$ cat config.mk
export PLATFORM = sky130hd
export DESIGN_NAME = rijndael_encrypt_arbiter
export DESIGN_NICKNAME = d
export VERILOG_FILES = /design/src/rtl/rijndael_pkg.sv /design/src/rtl/rr_arbiter.sv /design/src/rtl/rijndael_encrypt_arbiter.sv
export SDC_FILE = /design/constraint.sdc
export NUM_CORES = 1
export LEC_CHECK = 0
export ABC_CLOCK_PERIOD_IN_PS = 4200
export BUFFER_PORTS_ARGS = -buffer_cell sky130_fd_sc_hd__buf_4
export CAP_MARGIN = 20
export CORE_AREA = 2 2 599 601
export DETAILED_ROUTE_END_ITERATION = 10
export DIE_AREA = 0 0 601 603
export GPL_TIMING_DRIVEN = 0
export PLACE_DENSITY = 0.3
export SETUP_SLACK_MARGIN = 0.5
export SLEW_MARGIN = 20
export SYNTH_ARGS = -nofsm -noshare
export SYNTH_HDL_FRONTEND = slang
export SYNTH_SLANG_ARGS = --single-unit
$ cat constraint.sdc
create_clock -name clk_i -period 4.2 [get_ports clk_i]
set_input_delay 0.84 -clock clk_i [delete_from_list [all_inputs] [get_ports clk_i]]
set_output_delay 0.84 -clock clk_i [all_outputs]
set_load 0.05 [all_outputs]
$ cat src/rtl/rijndael_pkg.sv
// -----------------------------------------------------------------------------
// rijndael_pkg
// Shared definitions for the Rijndael encrypt core and its request arbiter:
//   - arb_state_e : arbiter sequencing states
//   - state_size  : state width in bits for NB 32-bit words
//   - key_size    : key width in bits for NK 32-bit words
//   - num_rounds  : round count NR = max(NB, NK) + 6
// No ports (package).
// -----------------------------------------------------------------------------
package rijndael_pkg;

   typedef enum logic [2:0] {
      IDLE      = 3'd0,
      START     = 3'd1,
      WAIT_BUSY = 3'd2,
      WAIT_DONE = 3'd3,
      RESP      = 3'd4
   } arb_state_e;

   function automatic int state_size(input int nb);
      return 32 * nb;
   endfunction

   function automatic int key_size(input int nk);
      return 32 * nk;
   endfunction

   function automatic int num_rounds(input int nb, input int nk);
      return ((nb > nk) ? nb : nk) + 6;
   endfunction

endpackage

$ cat src/rtl/rr_arbiter.sv
// -----------------------------------------------------------------------------
// rr_arbiter
// Purely combinational round-robin pick. The search starts one position after
// the pointer and wraps, so the previous winner has the lowest priority.
// Ports:
//   i_req   [N-1:0]   request vector
//   i_ptr   [IDW-1:0] index of the previous winner
//   o_grant [N-1:0]   one-hot grant (zero when no request)
//   o_idx   [IDW-1:0] index of the granted requester
// -----------------------------------------------------------------------------
module rr_arbiter #(
   parameter int N   = 4,
   parameter int IDW = (N > 1) ? $clog2(N) : 1
) (
   input  logic [N-1:0]   i_req,
   input  logic [IDW-1:0] i_ptr,
   output logic [N-1:0]   o_grant,
   output logic [IDW-1:0] o_idx
);

   logic [IDW-1:0] w_cand;
   logic           w_found;

   always_comb begin
      o_grant = '0;
      o_idx   = '0;
      w_found = 1'b0;
      w_cand  = '0;
      for (int k = 1; k <= N; k++) begin
         w_cand = IDW'((int'(i_ptr) + k) % N);
         if (!w_found && i_req[w_cand]) begin
            w_found         = 1'b1;
            o_grant[w_cand] = 1'b1;
            o_idx           = w_cand;
         end
      end
   end

endmodule

$ cat src/rtl/rijndael_encrypt_arbiter.sv
// -----------------------------------------------------------------------------
// rijndael_encrypt_arbiter
// Shares one Rijndael encrypt core between NREQ requesters. Requests are
// picked round-robin, the operands are latched for the whole core operation,
// the core's enable/ready handshake is sequenced, and the ciphertext is
// returned on a single valid/ready response channel tagged with the id.
// Only one operation is ever outstanding.
//
// Optional feature: define RIJNDAEL_ARB_WATCHDOG_EN to abort an operation
// that stays in WAIT_BUSY/WAIT_DONE for TIMEOUT cycles; the abort is reported
// as a response with rsp_error_o=1 and zero ciphertext.
//
// Ports:
//   clk_i, rst_ni                  clock, asynchronous active-low reset
//   req_valid_i / req_ready_o      per-requester handshake (ready one-hot)
//   req_plaintext_i / req_key_i    operands, requester i in slice i
//   rsp_valid_o / rsp_ready_i      response handshake
//   rsp_id_o, rsp_ciphertext_o     response id and data
//   rsp_error_o                    watchdog abort flag (0 without feature)
//   core_enable_o / core_ready_i   core start pulse / core idle
//   core_plaintext_o, core_key_o   latched operands to the core
//   core_ciphertext_i              core result
// -----------------------------------------------------------------------------
module rijndael_encrypt_arbiter
   import rijndael_pkg::*;
#(
   parameter  int NB        = 4,
   parameter  int NK        = 4,
   parameter  int NREQ      = 4,
   parameter  int TIMEOUT   = 64,
   localparam int STATESIZE = state_size(NB),
   localparam int KEYSIZE   = key_size(NK),
   localparam int IDW       = (NREQ > 1) ? $clog2(NREQ) : 1
) (
   input  logic                      clk_i,
   input  logic                      rst_ni,
   input  logic [NREQ-1:0]           req_valid_i,
   output logic [NREQ-1:0]           req_ready_o,
   input  logic [NREQ*STATESIZE-1:0] req_plaintext_i,
   input  logic [NREQ*KEYSIZE-1:0]   req_key_i,
   output logic                      rsp_valid_o,
   input  logic                      rsp_ready_i,
   output logic [IDW-1:0]            rsp_id_o,
   output logic [STATESIZE-1:0]      rsp_ciphertext_o,
   output logic                      rsp_error_o,
   output logic                      core_enable_o,
   input  logic                      core_ready_i,
   output logic [STATESIZE-1:0]      core_plaintext_o,
   output logic [KEYSIZE-1:0]        core_key_o,
   input  logic [STATESIZE-1:0]      core_ciphertext_i
);

   arb_state_e           r_state;
   logic [IDW-1:0]       r_ptr;
   logic [IDW-1:0]       r_id;
   logic                 r_enable;
   logic                 r_rsp_valid;
   logic [STATESIZE-1:0] r_pt;
   logic [STATESIZE-1:0] r_ct;
   logic [KEYSIZE-1:0]   r_key;

   logic [NREQ-1:0]      w_grant;
   logic [IDW-1:0]       w_idx;
   logic                 w_accept;

   rr_arbiter #(
      .N   (NREQ),
      .IDW (IDW)
   ) u_rr_arbiter (
      .i_req   (req_valid_i),
      .i_ptr   (r_ptr),
      .o_grant (w_grant),
      .o_idx   (w_idx)
   );

   // Gated by rst_ni so that no ready pulse escapes while reset is held.
   assign w_accept    = rst_ni & (r_state == IDLE) & core_ready_i & (|req_valid_i);
   assign req_ready_o = w_accept ? w_grant : '0;

`ifdef RIJNDAEL_ARB_WATCHDOG_EN
   localparam int CNTW = $clog2(TIMEOUT + 1);
   logic [CNTW-1:0] r_cnt;
   logic            r_err;
   logic            w_timeout;

   assign w_timeout   = (r_cnt == CNTW'(TIMEOUT));
   assign rsp_error_o = r_err;
`else
   logic w_unused_timeout;

   assign w_unused_timeout = (TIMEOUT > 0);
   assign rsp_error_o      = 1'b0;
`endif

   always_ff @(posedge clk_i or negedge rst_ni) begin
      if (!rst_ni) begin
         r_state     <= IDLE;
         r_ptr       <= IDW'(NREQ - 1);
         r_id        <= '0;
         r_enable    <= 1'b0;
         r_rsp_valid <= 1'b0;
         r_pt        <= '0;
         r_key       <= '0;
         r_ct        <= '0;
`ifdef RIJNDAEL_ARB_WATCHDOG_EN
         r_cnt       <= '0;
         r_err       <= 1'b0;
`endif
      end else begin
         case (r_state)
            IDLE: begin
               if (w_accept) begin
                  r_pt     <= req_plaintext_i[w_idx*STATESIZE +: STATESIZE];
                  r_key    <= req_key_i[w_idx*KEYSIZE +: KEYSIZE];
                  r_id     <= w_idx;
                  r_ptr    <= w_idx;
                  r_enable <= 1'b1;
                  r_state  <= START;
               end
            end
            START: begin
               r_enable <= 1'b0;
               r_state  <= WAIT_BUSY;
`ifdef RIJNDAEL_ARB_WATCHDOG_EN
               r_cnt    <= '0;
`endif
            end
            WAIT_BUSY: begin
               if (!core_ready_i) begin
                  r_state <= WAIT_DONE;
               end
`ifdef RIJNDAEL_ARB_WATCHDOG_EN
               // Abort overrides the busy edge: the core has not finished.
               r_cnt <= r_cnt + 1'b1;
               if (w_timeout) begin
                  r_ct        <= '0;
                  r_err       <= 1'b1;
                  r_rsp_valid <= 1'b1;
                  r_state     <= RESP;
               end
`endif
            end
            WAIT_DONE: begin
               if (core_ready_i) begin
                  r_ct        <= core_ciphertext_i;
                  r_rsp_valid <= 1'b1;
                  r_state     <= RESP;
               end
`ifdef RIJNDAEL_ARB_WATCHDOG_EN
               // A genuine completion in the timeout cycle still wins.
               else begin
                  r_cnt <= r_cnt + 1'b1;
                  if (w_timeout) begin
                     r_ct        <= '0;
                     r_err       <= 1'b1;
                     r_rsp_valid <= 1'b1;
                     r_state     <= RESP;
                  end
               end
`endif
            end
            RESP: begin
               if (rsp_ready_i) begin
                  r_rsp_valid <= 1'b0;
`ifdef RIJNDAEL_ARB_WATCHDOG_EN
                  r_err       <= 1'b0;
`endif
                  r_state     <= IDLE;
               end
            end
            default: r_state <= IDLE;
         endcase
      end
   end

   assign core_enable_o    = r_enable;
   assign core_plaintext_o = r_pt;
   assign core_key_o       = r_key;
   assign rsp_valid_o      = r_rsp_valid;
   assign rsp_id_o         = r_id;
   assign rsp_ciphertext_o = r_ct;

endmodule

Yosys cells after proc, flatten, opt, wreduce, memory -nomap -nowiden --
Cells that the tools add are included.
Storage, ports and cells: bits in registers 393, input port bits 1160, output and inout bits 393
Cells by class: add/sub/neg operators 4, order comparisons 8, equal/unequal tests 8, shift-type cells 2, muxes and demuxes 38, bitwise operators 6, reductions and logical operators 19
Operators by type and width (number):
- indexed part select 512 x 10 -> 128 bit | 2
- two-way mux 4 bit | 5
- one-hot mux 3 bit (5 select lines) | 1
- two-way mux 1 bit | 14
- less-than comparator 2 x 3 -> 1 bit (second input constant) | 4
- two-way mux 3 bit | 4
- OR 4 bit | 3
- binary-select mux 1 bit (select 2 bit) | 4
- demux 1 bit (select 2 bit) | 4
- greater-or-equal comparator 2 x 1 -> 1 bit (second input constant) | 4
- two-way mux 2 bit | 4
- inequality test 2 bit (second input constant) | 4
- logical AND 1 bit | 7
- == test 3 x 2 -> 1 bit (second input constant) | 2
- AND reduction 2 bit | 3
- adder 2 x 1 -> 2 bit (second input constant) | 2
- adder 2 bit (second input constant) | 2
- one-hot mux 1 bit (2 select lines) | 2
- AND reduction 4 bit | 1
- nonzero test 2 bit | 2
- OR reduction 4 bit | 1
- AND 1 bit | 3
- == test 3 x 1 -> 1 bit (second input constant) | 1
- == test 3 bit (second input constant) | 1
- other kinds (3) | 5

Logic depth before layout (Yosys ltp) --
Gate-level depths: netlist (run 1).
depth in word-level cells 14, gate-level depth with buffers 13

By module --
From an unflattened synthesis (run 1), not the netlist that was laid out.
Second synthesis, totals: cell total of the unflattened synthesis 1221, area, all modules 21409.3 um^2
Modules (own cells, without submodules):
- rijndael_encrypt_arbiter | times used 1, cells an instance 1162, area an instance 20918.8 um^2, sequential area each 9836.9 um^2
- rr_arbiter | times used 1, cells an instance 59, area an instance 490.5 um^2, sequential area each 0.0 um^2

Least setup slack after synthesis (run 1) --
OpenSTA, ideal clock, no wires.
kind reg2out, from reg r_ptr[0], to out req_ready_o[0], data arrival time 3.064 ns, data required time 3.360 ns, slack 0.296 ns, stages on the path, launching flop included 10, cell sequence dfstp_2 > buf_6 > inv_1 > ha_1 > buf_2 > mux4_2 > or2_4 > nor3b_4 > a221oi_1 > nor2_1
On the way: word-level cells in the longest chain between the ends 14, elaborated cells on any way between the ends 49
RTL lines:
- start: declaration | line rijndael_encrypt_arbiter.sv:54 | logic [IDW-1:0] r_ptr;
- start signal: assignment | line rijndael_encrypt_arbiter.sv:98 | r_ptr <= IDW'(NREQ - 1);
- start signal: assignment | line rijndael_encrypt_arbiter.sv:116 | r_ptr <= w_idx;
- parallel branches: the longest is 12 deep, another holds less-than comparator 2 x 3 -> 1 bit
- two-way mux 4 bit (*) | line rr_arbiter.sv:31 | if (!w_found && i_req[w_cand]) begin
- two-way mux 4 bit (*) | line rijndael_encrypt_arbiter.sv:78 | assign req_ready_o = w_accept ? w_grant : '0;
- end: declaration | line rijndael_encrypt_arbiter.sv:38 | output logic [NREQ-1:0] req_ready_o,
Mark *: on every way between the ends. The select of a mux whose other input is x is not followed.

Worst setup path after layout (run 1) --
Ends and elaborated chain as after synthesis.

==> out/results.tsv, run 1 <==
metric	value	unit
CTS buffer count	71	
fraction of registers with async set/reset	1.00	
clock share of power	0.125	
LEAKAGE	21.4	nW
global-route wire length before repair	346000	um
drt initial violations	1231	
Final WS setup	-0.0762	ns
CP Data Arrival Time	3.44	ns
grt ovf	0	
vias	25000	
Worst-Margin Slew	1.16	ns
Initial Util	0.0631	
clock skew	0.0718	ns
WL final	289000	um
Synth-to-Final Area Change	120	%
Final period util	1.02	
syn_nets	2964	
Residual DRC	0	
FP Rows	219	
relative slew slack	0.227	
Max IR drop VDD	0.443	mV
critical path class	flip-flop to primary output	
CTS Sinks	393	
top cells by area, synth	dfrtp_1, mux2i_1, o221ai_2	
synthesized area	0.0224	mm^2
Final Hold Viols	0	
GRT Total Usage	0.152	
core box area	0.355	mm^2
Most common cell on crit path	buf_6	
Synth area leader	dfrtp_1	
count leader, synth	mux2i_1	
peak per-stage delay on the critical path	0.55	ns
Switching Share	0.497	
Ys Warns	0	
worst path cell trace	buf_8 -> clkinvlp_4 -> ha_4 -> buf_6 -> mux4_2 -> or2_4 -> nor3b_4 -> buf_6 -> a221oi_2 -> nor2_4 -> buf_12	
sequential area share after synthesis	0.439	
Die ar.	0.362	mm^2
combinational power share	0.737	
final hold slack	0.0632	ns
Seq pwr share	0.138	
startpoint types	flip-flop	
Distinct cells, synth	38	
flops & latches, synth	393	
RSZ-0062 raised after global routing	true	
drt wl/cell	34.3	um
Synth Instances	1796	
vias per inst	2.97	
clk_lat worst skew	0.76	ns
Crit Path Max Fanout	5	
Setup WS pre-CTS	-1.31	ns
crit end category	primary output	
Non-Filler Instances	8432	
Main synth FF type	dfrtp_1	
maximum root-to-sink buffer count	4	
largest net degree at the start of global routing	75	
crit path max-delay cell type	dfstp_2	
post-layout net count	4777	
GP Congestion	0.944	
fill count	40200	
P_sw	25.1	mW
Finish-stage setup viols	4	
fin. max-slew vios	0	
Synth top area share	0.436	
WP data required	3.36	ns
TritonCTS clock tree	done	
outcome	complete, but fails checks	
share of cells above drive strength 1	0.711	
Synth Area per Inst	12.5	um^2
# port buffers	1548	
Max Cap Viol	0	
CTS clk-pin slew, worst paths	0.06	ns
# IOs	1553	
min cycle time layout	4.28	ns
pwr dens	1020	mW/mm^2
failing checks	setup timing	
EDFF count, synth	0	
Routed Antenna Nets	0	
initial antenna violation count	204	
clock root buffer	clkbuf_16	
hold crit path type	primary input to asynchronous set/reset pin	
Fmax achieved	234	MHz
DRT Pass-1 Iters	5	
depth of the CTS H-tree	3	
Die Y	603	um
placed cells	8114	
Die W	601	um
Final HPWL DP	247000	um
Int Pwr	25.4	mW
list of most frequent post-synthesis cells	mux2i_1, dfrtp_1, nand2_1	
vias in the first global route	26100	
==> cells in the final DEF (no fill, tap or decap), types with 4 or more instances in the layout <==
cell,n
clkbuf_1,51
ha_1,7
o21ai_0,7
nor2_1,9
nor2_4,4
a22oi_1,4
mux2i_1,250
mux2i_4,196
clkinv_2,9
buf_8,22
clkbuf_16,81
clkinvlp_4,5
mux2_2,128
diode_2,25
buf_2,11
clkbuf_8,13
bufinv_16,9
o221ai_1,42
buf_16,48
mux2i_2,67
inv_6,5
mux4_2,4
buf_12,71
buf_6,68
nand2_1,264
buf_4,1611
clkbuf_2,11
dfrtp_1,391
o221ai_2,214
==> kinds of logic (layout without fill, tap and decap cells) <==
kind of cell	after synthesis	in the layout	share of synthesized area
buffers and inverters	170	2030	0.0434
AO/OA/AOI/OAI	281	281	0.163
adder cells (fa/ha/maj)	8	8	0.00446
XOR/XNOR	1	1	0.000391
flip-flops	393	393	0.439
other	1	26	0.000167
multiplexers	645	645	0.297
AND/OR/NAND/NOR	297	297	0.0524
==> sequential cells by signal, indices dropped and copies added (netlist names) <==
register          flops
r_state               3
core_plaintext_o    128
rsp_valid_o           1
core_enable_o         1
rsp_id_o              2
rsp_ciphertext_o    128
core_key_o          128
r_ptr                 2
==> what timing repair did <==
item | CTS | global route
hold buffers | 4 | 0
resized for setup | 551 | 303
setup buffers | 83 | 59
cloned | 17 | 10
pin swaps | 25 | 28
hold endpoints to repair | 14 | 0
setup endpoints to repair | 263 | 260
==> per-stage QoR <==
step	area, um^2	power (mW)	TNS [ns]	util
detailed placement	40500	34.0	-114.32	0.114
global route	49400	52.8	-0.951	0.139
floorplan	22400	21.4	0	-
finish	49400	50.5	-0.240	0.139
global placement	40000	33.7	-2506.92	0.113
CTS	46800	47.9	-0.924	0.132
==> worst max-delay path: cells and delay by family, from the launching register on <==
kind / cells / cell delay, ns
buffers and inverters: 5 / 0.64
AND/OR/NAND/NOR: 3 / 0.63
flip-flops: 1 / 0.55
multiplexers: 1 / 0.49
adder cells (fa/ha/maj): 1 / 0.28
AO/OA/AOI/OAI: 1 / 0.08
==> power by group through the flow <==
stage	clock (mW)	combinational (mW)	sequential, mW
after floorplan	0	8.92	12.5
after global placement	0	26.6	7.04
after detailed placement	0	26.9	7.07
after CTS	6.65	34.2	7.02
after global routing	6.74	38.9	7.16
final	6.31	37.3	6.97
==> layout make-up <==
class                           instances  area (um^2)  area share
Antenna cell                           25         62.6     0.00127
Buffer                                166         2010      0.0407
Clock buffer                           90         1950      0.0394
Clock inverter                         30          415     0.00841
Inverter                                4         18.8    0.000380
Multi-Input combinational cell       1233        14500       0.294
Sequential cell                       393         9840       0.199
Tap cell                             4751         5940       0.120
Timing Repair Buffer                 1740        14600       0.296
==> path summary, 6_finish.rpt <==
check | from | to | slack, ns | cells after the start
min reg2reg | core_key_o[43] | core_key_o[43] | 0.48 | 2
max | r_ptr[0] | req_ready_o[0] | -0.08 | 11
min | rst_ni | rsp_ciphertext_o[62] | 0.06 | 2
min in group clk_i | core_ciphertext_i[37] | rsp_ciphertext_o[37] | 0.30 | 2
max in group asynchronous | rst_ni | rsp_ciphertext_o[108] | 2.94 | 3
max reg2reg | r_ptr[0] | core_key_o[51] | 0.13 | 18
==> routing by layer <==
metal | share of wire | vias up | global-route usage
li1 | - | 10600 | -
met1 | 0.36 | 12600 | 0.162
met2 | 0.52 | 1212 | 0.284
met3 | 0.086 | 467 | 0.0586
met4 | 0.025 | 138 | 0.0297
met5 | 0.0031 | - | 0
Note: power is estimated with default switching activity, not from simulation.
==> run 2: changes to the inputs <==
--- a/config.mk
+++ b/config.mk
@@ -8,13 +8,13 @@
 export ABC_CLOCK_PERIOD_IN_PS = 4200
 export BUFFER_PORTS_ARGS = -buffer_cell sky130_fd_sc_hd__buf_4
 export CAP_MARGIN = 20
-export CORE_AREA = 2 2 599 601
+export CORE_AREA = 2 2 609 611
+export CTS_BUF_LIST = sky130_fd_sc_hd__clkbuf_4
 export DETAILED_ROUTE_END_ITERATION = 10
-export DIE_AREA = 0 0 601 603
+export DIE_AREA = 0 0 611 613
 export GPL_TIMING_DRIVEN = 0
 export PLACE_DENSITY = 0.3
 export SETUP_SLACK_MARGIN = 0.5
-export SLEW_MARGIN = 20
 export SYNTH_ARGS = -nofsm -noshare
 export SYNTH_HDL_FRONTEND = slang
 export SYNTH_SLANG_ARGS = --single-unit
==> run 2 against run 1 <==
The flow still finishes with violations (setup timing). Clock-buffer cell count rose by 124. Non-clock buffer count increased by 1152. Sequential share of layout area down 3.5 points. First-iteration DRC count up 4.2%. Global-route usage up 0.17 points. Core utilization up 2.4 points. Total power shrank 3.2%. Sequential cell count is the same. Final area up 21%. Wire length up 5.1%. Critical path type unchanged. Largest power group unchanged.
==> out/results.tsv, run 2 (synthesized netlist as in run 1, its figures left out) <==
metric	value	unit
outcome	complete, but fails checks	
failing checks	setup timing	
setup TNS	-11.44	ns
Final Hold Viols	0	
most common cell after layout, fill and taps aside	buf_4	
Synth-to-Final Area Change	167	%
Routed Antenna Nets	0	
GP Congestion	0.924	
clk_lat worst skew	1.21	ns
min cycle time layout	4.62	ns
Finish-stage setup viols	156	
initial antenna violation count	241	
Max IR drop VDD	0.485	mV
startpoint types	flip-flop	
Final period util	1.10	
vias per inst	3.08	
largest net degree at the start of global routing	93	
CTS Sinks	393	
share of cells above drive strength 1	0.543	
drt wl/cell	30.8	um
Seq. cell area	0.00984	mm^2
most frequent cells in the layout	buf_4, dlygate4sd3_1, dfrtp_1	
crit end category	primary output	
Final HPWL DP	257000	um
Final Util	0.163	
Initial Util	0.0610	
FP Rows	223	
Worst-Margin Slew	1.00	ns
LEAKAGE	26.1	nW
fin. max-slew vios	0	
vias in the first global route	32500	
Die W	611	um
CTS clk-pin slew, worst paths	0.06	ns
RSZ-0062 raised after global routing	true	
fill count	41100	
critical path class	flip-flop to primary output	
relative slew slack	0.333	
Die ar.	0.375	mm^2
clock root buffer	clkbuf_4	
global-route wire length before repair	369000	um
WP data required	3.36	ns
Residual DRC	0	
TritonCTS clock tree	done	
WL final	304000	um
vias	30400	
post-layout net count	6010	
Fmax achieved	216	MHz
GRT Total Usage	0.154	
Crit Path Max Fanout	5	
Die Y	613	um
clock skew	0.157	ns
# port buffers	1548	
core box area	0.368	mm^2
hold crit path type	primary input to flip-flop	
pwr dens	815	mW/mm^2
# IOs	1553	
maximum root-to-sink buffer count	4	
grt ovf	0	
placed cell area	0.0406	mm^2
Setup WS pre-CTS	-1.09	ns
cell area after layout	0.0600	mm^2
Multi-input gate area	0.0140	mm^2
DRT Pass-1 Iters	8	
depth of the CTS H-tree	4	
drt initial violations	1283	
Max Cap Viol	0	
Final WS setup	-0.424	ns
CTS buffer count	152	
Pwr Total	48.9	mW
CP Data Arrival Time	3.78	ns
==> run 2: power by group <==
part	switching [mW]	internal [mW]	leakage, nW
clock network	2.56	2.40	1.08
registers	1.29	5.57	4.87
logic	21.2	15.9	20.2
==> run 2: area by class of cell <==
type / instances / area share
Antenna cell: 84 / 0.00350
Tap cell: 4837 / 0.101
Inverter: 4 / 0.000313
Timing Repair Buffer: 2892 / 0.436
Sequential cell: 393 / 0.164
Clock buffer: 214 / 0.0268
Multi-Input combinational cell: 1233 / 0.233
Buffer: 166 / 0.0314
Clock inverter: 40 / 0.00373
==> run 2: worst paths after layout <==
path	from	cells past startpoint	slack [ns]	endpoint
min	req_plaintext_i[317]	3	0.15	core_plaintext_o[61]
max reg2reg	r_ptr[0]	21	-0.20	core_plaintext_o[108]
min reg2reg	core_key_o[32]	2	0.49	core_key_o[32]
max in group asynchronous	rst_ni	10	2.57	core_key_o[91]
max	r_ptr[0]	11	-0.42	req_ready_o[2]
min in group asynchronous	rst_ni	8	0.25	rsp_ciphertext_o[28]
==> run 2: timing repair <==
item / in CTS / in global routing
hold buffers: 1152 / 1
resized for setup: 492 / 264
cloned: 6 / 14
setup endpoints to repair: 263 / 262
pin swaps: 11 / 55
buffers inserted: 86 / 53
endpoints found under the hold margin: 570 / 1
==> run 2: metal layers <==
layer / part of all wire / up-vias / track usage
met5: 0.0028 / - / 0
met4: 0.037 / 136 / 0.0455
met3: 0.068 / 603 / 0.0442
met2: 0.52 / 1460 / 0.285
met1: 0.37 / 15000 / 0.169
li1: - / 13200 / -
==> run 2: critical path, cell delays in order (launching register included) <==
cell	delay, ns
dfstp_2	0.54
buf_8	0.10
clkinvlp_4	0.10
ha_4	0.27
buf_6	0.09
mux4_2	0.49
or2_4	0.26
nor3b_4	0.17
buf_6	0.15
a221oi_2	0.07
nor2_2	0.14
buf_12	0.17
==> run 2: metrics by stage <==
step / instances / hold WS [ns]
global route: 9824 / 0.0176
detailed placement: 8212 / 0.475
global placement: 8181 / 0.470
finish: 9863 / 0.153
floorplan: 1796 / 0.493
CTS: 9710 / 0.000360
